<file path="src/rtl/parity_cycle_sequencer_if.sv">
// Request/address/data bundle between the control pulse logic, A12 and the
// parity cycle sequencer. The sequencer takes the slave side.
interface parity_cycle_sequencer_if;
    logic        gojam;
    logic        creq;
    logic [11:0] caddr;
    logic        mreq;
    logic [11:0] maddr;
    logic        mwr;
    logic [16:1] g;
    logic        almclr;

    logic [11:0] tp;
    logic        grant_c;
    logic        grant_m;
    logic [11:0] s_out;
    logic        sload;
    logic        rdstb;
    logic        chkstb;
    logic        wrstb;
    logic        done;
    logic        gp;
    logic        pale;
    logic        busy;

    modport master (
        output gojam, creq, caddr, mreq, maddr, mwr, g, almclr,
        input  tp, grant_c, grant_m, s_out, sload, rdstb, chkstb, wrstb,
               done, gp, pale, busy
    );

    modport slave (
        input  gojam, creq, caddr, mreq, maddr, mwr, g, almclr,
        output tp, grant_c, grant_m, s_out, sload, rdstb, chkstb, wrstb,
               done, gp, pale, busy
    );
endinterface

</file>
<file path="src/rtl/parity_cycle_sequencer.sv">
// Arbitrates counter vs. memory cycles, loads S, runs the 12 time-pulse
// strobe train and latches the parity alarm.
module parity_cycle_sequencer #(
    parameter int PHASES = 4,
    parameter int MAXC   = 3
) (
    input  logic                     clk,
    input  logic                     rst_n,
    parity_cycle_sequencer_if.slave  bus
);
    localparam int           PW      = (PHASES > 1) ? $clog2(PHASES) : 1;
    localparam logic [PW-1:0] PH_LAST = PW'(PHASES - 1);
    localparam logic [2:0]   MAX3    = 3'(MAXC);

    typedef enum logic {IDLE, RUN} state_t;

    state_t        state;
    logic [PW-1:0] ph;
    logic [3:0]    tpi;
    logic          cpend;
    logic          mpend;
    logic [2:0]    streak;
    logic          wr;
    logic          grant_c;
    logic          grant_m;
    logic [11:0]   s_out;
    logic          pale;

    logic run;
    logic at_ph0;
    logic last_ph;
    logic done_w;
    logic arb;
    logic pick_c;
    logic pick_m;
    logic chk_w;
    logic wrs_w;

    // Arbitration slots are IDLE and the final clock of a cycle, so back-to-back
    // cycles start without a gap. Counter loses only once its streak saturates.
    always_comb begin
        run     = (state == RUN);
        at_ph0  = (ph == '0);
        last_ph = (ph == PH_LAST);
        done_w  = run && (tpi == 4'd12) && last_ph;
        arb     = !run || done_w;
        pick_c  = arb && cpend && (!mpend || (streak != MAX3));
        pick_m  = arb && mpend && !pick_c;
        chk_w   = run && (tpi == 4'd7)  && at_ph0 && !wr;
        wrs_w   = run && (tpi == 4'd10) && at_ph0 && wr;
    end

    always_ff @(posedge clk or negedge rst_n) begin
        if (!rst_n) begin
            state   <= IDLE;
            ph      <= '0;
            tpi     <= 4'd1;
            cpend   <= 1'b0;
            mpend   <= 1'b0;
            streak  <= 3'd0;
            wr      <= 1'b0;
            grant_c <= 1'b0;
            grant_m <= 1'b0;
            s_out   <= 12'd0;
        end else if (bus.gojam) begin
            state   <= IDLE;
            ph      <= '0;
            tpi     <= 4'd1;
            cpend   <= 1'b0;
            mpend   <= 1'b0;
            streak  <= 3'd0;
            grant_c <= 1'b0;
            grant_m <= 1'b0;
        end else begin
            cpend <= (cpend && !pick_c) || bus.creq;
            mpend <= (mpend && !pick_m) || bus.mreq;
            if (pick_c) begin
                state   <= RUN;
                ph      <= '0;
                tpi     <= 4'd1;
                grant_c <= 1'b1;
                grant_m <= 1'b0;
                s_out   <= bus.caddr;
                wr      <= 1'b1;
                streak  <= (streak == MAX3) ? streak : streak + 3'd1;
            end else if (pick_m) begin
                state   <= RUN;
                ph      <= '0;
                tpi     <= 4'd1;
                grant_c <= 1'b0;
                grant_m <= 1'b1;
                s_out   <= bus.maddr;
                wr      <= bus.mwr;
                streak  <= 3'd0;
            end else if (done_w) begin
                state   <= IDLE;
                ph      <= '0;
                tpi     <= 4'd1;
                grant_c <= 1'b0;
                grant_m <= 1'b0;
                streak  <= 3'd0;
            end else if (run) begin
                if (last_ph) begin
                    ph  <= '0;
                    tpi <= tpi + 4'd1;
                end else begin
                    ph <= ph + PW'(1);
                end
            end
        end
    end

    // A detected error outranks a clear on the same clock; GOJAM leaves the alarm alone.
    always_ff @(posedge clk or negedge rst_n) begin
        if (!rst_n) begin
            pale <= 1'b0;
        end else if (chk_w && !(^bus.g)) begin
            pale <= 1'b1;
        end else if (bus.almclr) begin
            pale <= 1'b0;
        end
    end

    assign bus.tp      = run ? (12'd1 << (tpi - 4'd1)) : 12'd0;
    assign bus.grant_c = grant_c;
    assign bus.grant_m = grant_m;
    assign bus.s_out   = s_out;
    assign bus.sload   = run && (tpi == 4'd1) && at_ph0;
    assign bus.rdstb   = run && (tpi == 4'd4) && at_ph0;
    assign bus.chkstb  = chk_w;
    assign bus.wrstb   = wrs_w;
    assign bus.done    = done_w;
    assign bus.gp      = ~^bus.g[15:1];
    assign bus.pale    = pale;
    assign bus.busy    = run;
endmodule

</file>
<file path="src/flat_wrapper.sv">
// flat-port wrapper written by rule: the top's interface ports become plain ports
module parity_cycle_sequencer_flat 
#(
    parameter int PHASES = 4,
    parameter int MAXC   = 3
)
  (clk, rst_n, bus_gojam, bus_creq, bus_caddr, bus_mreq, bus_maddr, bus_mwr, bus_g, bus_almclr, bus_tp, bus_grant_c, bus_grant_m, bus_s_out, bus_sload, bus_rdstb, bus_chkstb, bus_wrstb, bus_done, bus_gp, bus_pale, bus_busy);
  parity_cycle_sequencer_if bus_i ();
  input  logic clk;
  input  logic rst_n;
  input wire logic [$bits(bus_i.gojam)-1:0] bus_gojam;
  input wire logic [$bits(bus_i.creq)-1:0] bus_creq;
  input wire logic [$bits(bus_i.caddr)-1:0] bus_caddr;
  input wire logic [$bits(bus_i.mreq)-1:0] bus_mreq;
  input wire logic [$bits(bus_i.maddr)-1:0] bus_maddr;
  input wire logic [$bits(bus_i.mwr)-1:0] bus_mwr;
  input wire logic [$bits(bus_i.g)-1:0] bus_g;
  input wire logic [$bits(bus_i.almclr)-1:0] bus_almclr;
  output wire logic [$bits(bus_i.tp)-1:0] bus_tp;
  output wire logic [$bits(bus_i.grant_c)-1:0] bus_grant_c;
  output wire logic [$bits(bus_i.grant_m)-1:0] bus_grant_m;
  output wire logic [$bits(bus_i.s_out)-1:0] bus_s_out;
  output wire logic [$bits(bus_i.sload)-1:0] bus_sload;
  output wire logic [$bits(bus_i.rdstb)-1:0] bus_rdstb;
  output wire logic [$bits(bus_i.chkstb)-1:0] bus_chkstb;
  output wire logic [$bits(bus_i.wrstb)-1:0] bus_wrstb;
  output wire logic [$bits(bus_i.done)-1:0] bus_done;
  output wire logic [$bits(bus_i.gp)-1:0] bus_gp;
  output wire logic [$bits(bus_i.pale)-1:0] bus_pale;
  output wire logic [$bits(bus_i.busy)-1:0] bus_busy;
  assign bus_i.gojam = bus_gojam;
  assign bus_i.creq = bus_creq;
  assign bus_i.caddr = bus_caddr;
  assign bus_i.mreq = bus_mreq;
  assign bus_i.maddr = bus_maddr;
  assign bus_i.mwr = bus_mwr;
  assign bus_i.g = bus_g;
  assign bus_i.almclr = bus_almclr;
  assign bus_tp = bus_i.tp;
  assign bus_grant_c = bus_i.grant_c;
  assign bus_grant_m = bus_i.grant_m;
  assign bus_s_out = bus_i.s_out;
  assign bus_sload = bus_i.sload;
  assign bus_rdstb = bus_i.rdstb;
  assign bus_chkstb = bus_i.chkstb;
  assign bus_wrstb = bus_i.wrstb;
  assign bus_done = bus_i.done;
  assign bus_gp = bus_i.gp;
  assign bus_pale = bus_i.pale;
  assign bus_busy = bus_i.busy;
  parity_cycle_sequencer #(.PHASES(PHASES), .MAXC(MAXC)) u_core (.clk(clk), .rst_n(rst_n), .bus(bus_i));
endmodule
</file>
<file path="config.mk">
export PLATFORM = sky130hd
export DESIGN_NAME = parity_cycle_sequencer_flat
export DESIGN_NICKNAME = d
export VERILOG_FILES = /design/src/rtl/parity_cycle_sequencer_if.sv /design/src/rtl/parity_cycle_sequencer.sv /design/src/flat_wrapper.sv
export SDC_FILE = /design/constraint.sdc
export NUM_CORES = 1
export LEC_CHECK = 0
export ABC_AREA = 0
export BUFFER_PORTS_ARGS = -buffer_cell sky130_fd_sc_hd__buf_4
export CORE_AREA = 2 2 81 83
export CTS_CLUSTER_SIZE = 25
export DETAILED_ROUTE_END_ITERATION = 8
export DIE_AREA = 0 0 83 85
export SLEW_MARGIN = 15
export SYNTH_ARGS = -nofsm -noshare
export SYNTH_HDL_FRONTEND = slang
export SYNTH_SLANG_ARGS = --single-unit
</file>
<file path="constraint.sdc">
create_clock -name clk -period 1.89 [get_ports clk]
set_clock_uncertainty 0.15 [all_clocks]
set_input_delay 0.378 -clock clk [delete_from_list [all_inputs] [get_ports clk]]
set_output_delay 0.378 -clock clk [all_outputs]
set_load 0.02 [all_outputs]
</file>
# Word-level counts from Yosys, hierarchy flattened
# Cells that the tools add are included.
# classes
shift	1
mux	35
bitwise_logic	1
eq_ne	9
n_reduce_logical	40
n_addsub	4
# ops
cell	n
$mux 12	3
$mux 4	6
$logic_and 1x1->1	19
$reduce_xor 16->1	1
$mux 1	15
$mux 3	5
$reduce_xnor 15->1	1
$mux 2	6
$shl 1x4->12 const A	1
$reduce_bool 5->1	2
$eq 4x3->1 const B	2
$eq 4x4->1 const B	2
$logic_not 1->1	6
$reduce_and 2->1	3
$add 4x1->4 const B	1
$eq 4x1->1 const B	1
$logic_or 1x1->1	4
$reduce_bool 2->1	2
$reduce_bool 4->1	1
$sub 4x1->4 const B	1
$add 3x1->3 const B	1
$eq 3x2->1 const B	1
$ne 3x2->1 const B	1
$ne 3x3->1 const B	1
other kinds (4)	4
# word_totals
register_bits	28
out_inout_bits	34
wordCells	101
in_bits	47

# Logic depth before layout (Yosys ltp)
# logic_depth
depth_word	12
depth_mapped	9
depth_no_buf	7

# Worst setup path before layout
# OpenSTA, ideal clock, no wires.
# synth_path
path_type	register -> output
from	register u_core.state (netlist: u_core.bus.busy)
to	output port bus_chkstb
slack_ps	-322
path_stages_with_launch	4
arrival_time_ps	1684
required_ps	1362
path_cell_list	dfrtp_1 buf_2 nand2_1 nor4b_1
# synth_via
elab_chain_cells	3
# synth_lines
item	line_no	source
from (decl)	parity_cycle_sequencer.sv:17	state_t state;
from (signal assigned)	parity_cycle_sequencer.sv:55	state <= IDLE;
from (signal assigned)	parity_cycle_sequencer.sv:66	state <= IDLE;
from (signal assigned)	parity_cycle_sequencer.sv:78	state <= RUN;
$logic_and 1x1->1 (3 in series)	parity_cycle_sequencer.sv:49	chk_w = run && (tpi == 4'd7) && at_ph0 && !wr;
to (decl)	flat_wrapper.sv:25	output wire logic [$bits(bus_i.chkstb)-1:0] bus_chkstb;
# Every way passes these cells.

# Worst setup path after layout
# layout_path
from	register u_core.tpi[0]
to	output port bus_tp[8]
# layout_via
elab_chain_cells	3
# layout_lines
item	line_no	source
from (decl)	parity_cycle_sequencer.sv:19	logic [3:0] tpi;
from (signal assigned)	parity_cycle_sequencer.sv:105	tpi <= tpi + 4'd1;
$sub 4x1->4	parity_cycle_sequencer.sv:124	assign bus.tp = run ? (12'd1 << (tpi - 4'd1)) : 12'd0;
$shl 1x4->12	parity_cycle_sequencer.sv:124	
$mux 12	parity_cycle_sequencer.sv:124	
to (decl)	flat_wrapper.sv:19	output wire logic [$bits(bus_i.tp)-1:0] bus_tp;
# Every way passes these cells.

==> impl_metrics.yaml <==
synth:
  syn_inst: 189
  syn_nets: 246
  synth.ff_latch_count: 28
  synth-compound-area-share_pct: 14.2
  synthSimpleGateAreaFrac_pct: 17.1
  synthAdderAreaFrac_pct: 7.03
  yosysSeqAreaShare_pct: 39.5
  syn-cell-area_sq_um: 1780
  yosys_warnings: 0
  synthMuxAreaShare_pct: 7.31
  synth_xor_xnor_area_share_pct: 9.70
  post_synth.cell_area_avg_sq_um: 9.41
  synth_top_family_by_area: "simple AND/OR/NAND/NOR gates"
  yosys.cell_types.count: 34
sta:
  setup_violations: 36
  finalMaxSlewViolations: 0
  post-route-min-period_ps: 2240
  rsz0062_at_grt: "yes"
  worst_slack_ps: -355
  maxClockFrequency_mhz: 445
  tightest_slew_ps: 370
  fin_crit_sh_pct: 119
  slew_headroom_pct: 75.3
  holdWs_ps: 156
  finalHoldViolCount: 0
global_route:
  track_usage_pct: 13.8
  grt_pass1_wl_um: 8190
  grt_pass1_vias: 1774
  grt_max_degree: 29
  antenna_found_initial: 0
  overflow: 0
floorplanning:
  core_sq_um: 6200
  die_w_um: 83
  ios: 81
  start_util_pct: 28.7
  dieArea_sq_um: 7060
  die_y_um: 85
  row_count: 29
clock_network:
  cts_buffers: 3
  clkSinkCount: 28
  clkTransAtPathRegs_ps: 110
  clkLatencyLatePin_ps: 280
  cts_tree: "built"
  ctsRootBufferMaster: "clkbuf_8"
  cts_max_level: 1
  cts_buffer_depth: 2
layout:
  syn2layout_area_growth_pct: 75.7
  fill_cells: 568
  layout.nets: 361
  diodes: 0
  drive_gt1_share_pct: 53.5
setup_path:
  slowest_delay_ps: 570
  path_cells: "inv_2 -> ha_4 -> nor3_2 -> a31oi_4 -> buf_12 -> nor2_4 -> buf_4"
  critical-path-top-delay-family: "flip-flops"
  cp-start-kind: "flop"
  crit_slowest_cell: "dfstp_2"
  setup.worst_path.class: "reg2out"
  crit_required_ps: 1360
  end_kind: "output pin"
  arrival_ps: 1720
  critPathMaxFanout: 5
  crit_buf_inv: 3
placement:
  dpl.hpwl_um: 3530
  place.port_buffers: 80
  place.gp.congestion: 0.789
power:
  p_per_area_nw_per_um2: 793
  ir_worst_vdd_v: 0.000410
  p_leak_nw: 1.48
  power.total_mw: 2.48
route:
  routed_wl_um: 4800
  wire_per_inst_um: 12.6
  drcViolationCount: 0
  routed-via-count: 1762
  first_iter_violations: 35
  vias_per_cell: 4.64
  first_pass_iters: 3
  antenna_left: 0
job:
  drv_cap: 0
worst_hold_path:
  hold_path.class: "in2reg"
status:
  failed_checks: "negative setup slack"
  outcome: "complete, but fails checks"
state kept, by name, summed over array words and instances, names as in the netlist:
register            cells
u_core.bus.s_out       12
u_core.tpi              4
u_core.streak           3
u_core.ph               2
u_core.bus.busy         1
u_core.bus.grant_c      1
u_core.bus.grant_m      1
u_core.bus.pale         1
u_core.cpend            1
u_core.mpend            1
u_core.wr               1
area by class of cell:
| type | count | area [sq um] | share of cell area (%) |
|---|---|---|---|
| clock buffer | 3 | 41.3 | 1.32 |
| timing repair buffer | 118 | 983 | 31.5 |
| tap | 77 | 96.3 | 3.08 |
| sequential | 28 | 703 | 22.5 |
| multi-input combinational | 141 | 1230 | 39.2 |
| clock inverter | 1 | 30.0 | 0.961 |
| inverter | 12 | 45.0 | 1.44 |
cell usage in the layout (no fill, tap or decap), drive strengths merged, types with 3 or more instances in the layout:
cell type    n
a21o         3
clkbuf       3
inv         12
mux2i       13
dfrtp       27
nand2       10
nor2        36
buf        117
a21oi       21
xnor3        3
nand2b       5
xnor2       11
nor3         3
ha          10
a32o         3
power by group:
group	internal, mW	switching (mW)	total (mW)	leakage (nW)
registers	0.704	0.0818	0.785	0.341
logic	0.638	0.576	1.21	1.10
clock network	0.284	0.197	0.480	0.0357
total	1.63	0.854	2.48	1.48
logic make-up after synthesis:
kind of cell,Yosys count
compound gates,37
flops,28
xor+xnor,15
buf+inv,20
simple gates,66
fa+ha+maj,10
mux,13
worst paths after layout:
path / from / depth (start not counted) / to / slack [ps]
max reg2reg: u_core.tpi[0] / 8 / u_core.tpi[3] / -90
max: u_core.tpi[0] / 7 / bus_tp[8] / -350
max in group asynchronous: rst_n / 2 / u_core.tpi[0] / 870
min in group asynchronous: rst_n / 2 / u_core.bus.s_out[1] / 390
min reg2reg: u_core.streak[2] / 1 / u_core.streak[2] / 360
min: bus_creq / 3 / u_core.cpend / 160
metal layers:
metal | GRT usage, % | part of all wire, % | vias up
met2 | 25.0 | 51 | 74
met5 | 0 | 0 | -
met1 | 16.5 | 40 | 809
li1 | - | - | 872
met3 | 3.11 | 7.6 | 7
met4 | 3.28 | 1.1 | 0
worst reg2reg max path, cell delays in order (launching register included):
cell	delay (ps)
dfstp_2	570
inv_2	60
buf_4	150
ha_2	210
nand4_4	100
nand2_1	170
a21oi_1	170
buf_4	170
a21boi_0	170
stage by stage:
| step | setup WS (ps) | std cells | setup TNS (ps) | utilization, % | area [sq um] |
|---|---|---|---|---|---|
| after floorplan | -35.2 | 189 | -187 | - | 1890 |
| after global placement | -112 | 362 | -1260 | 44.7 | 2770 |
| after detailed placement | -146 | 362 | -1960 | 44.7 | 2770 |
| after CTS | -364 | 378 | -5730 | 49.5 | 3070 |
| after global routing | -442 | 380 | -9880 | 50.4 | 3130 |
| final | -355 | 380 | -5730 | 50.4 | 3130 |
timing repair:
item	4_1_cts	5_1_grt
endpoints found under the hold margin	27	0
gates resized for setup	26	13
buffers inserted	11	5
pin swaps	5	4
endpoints found under the setup margin	34	44
hold buffers	1	0
cell usage after synthesis:
cell type	instances	area, sq um
a211o_1	1	8.76
a21boi_0	1	7.51
a21o_1	3	22.5
a21oi_1	18	90.1
a21oi_2	2	17.5
a21oi_4	1	16.3
a22o_1	2	17.5
a31oi_1	2	12.5
a32o_1	3	30.0
and2_1	2	12.5
buf_2	5	25.0
buf_4	3	22.5
dfrtp_1	27	676
dfstp_2	1	26.3
ha_1	10	125
inv_1	12	45.0
mux2i_1	13	130
nand2_1	10	37.5
nand2b_1	5	31.3
nand3_1	2	10.0
nand4_1	1	6.26
nand4_2	1	12.5
nor2_1	36	135
nor3_1	3	15.0
nor3b_1	1	7.51
nor4b_1	2	17.5
o21ai_0	2	10.0
o221a_2	1	11.3
o22a_1	1	8.76
or2_2	1	6.26
or3_1	2	12.5
xnor2_1	11	96.3
xnor3_1	3	67.6
xor2_1	1	8.76
No activity file was read; power rests on OpenSTA's default activity.
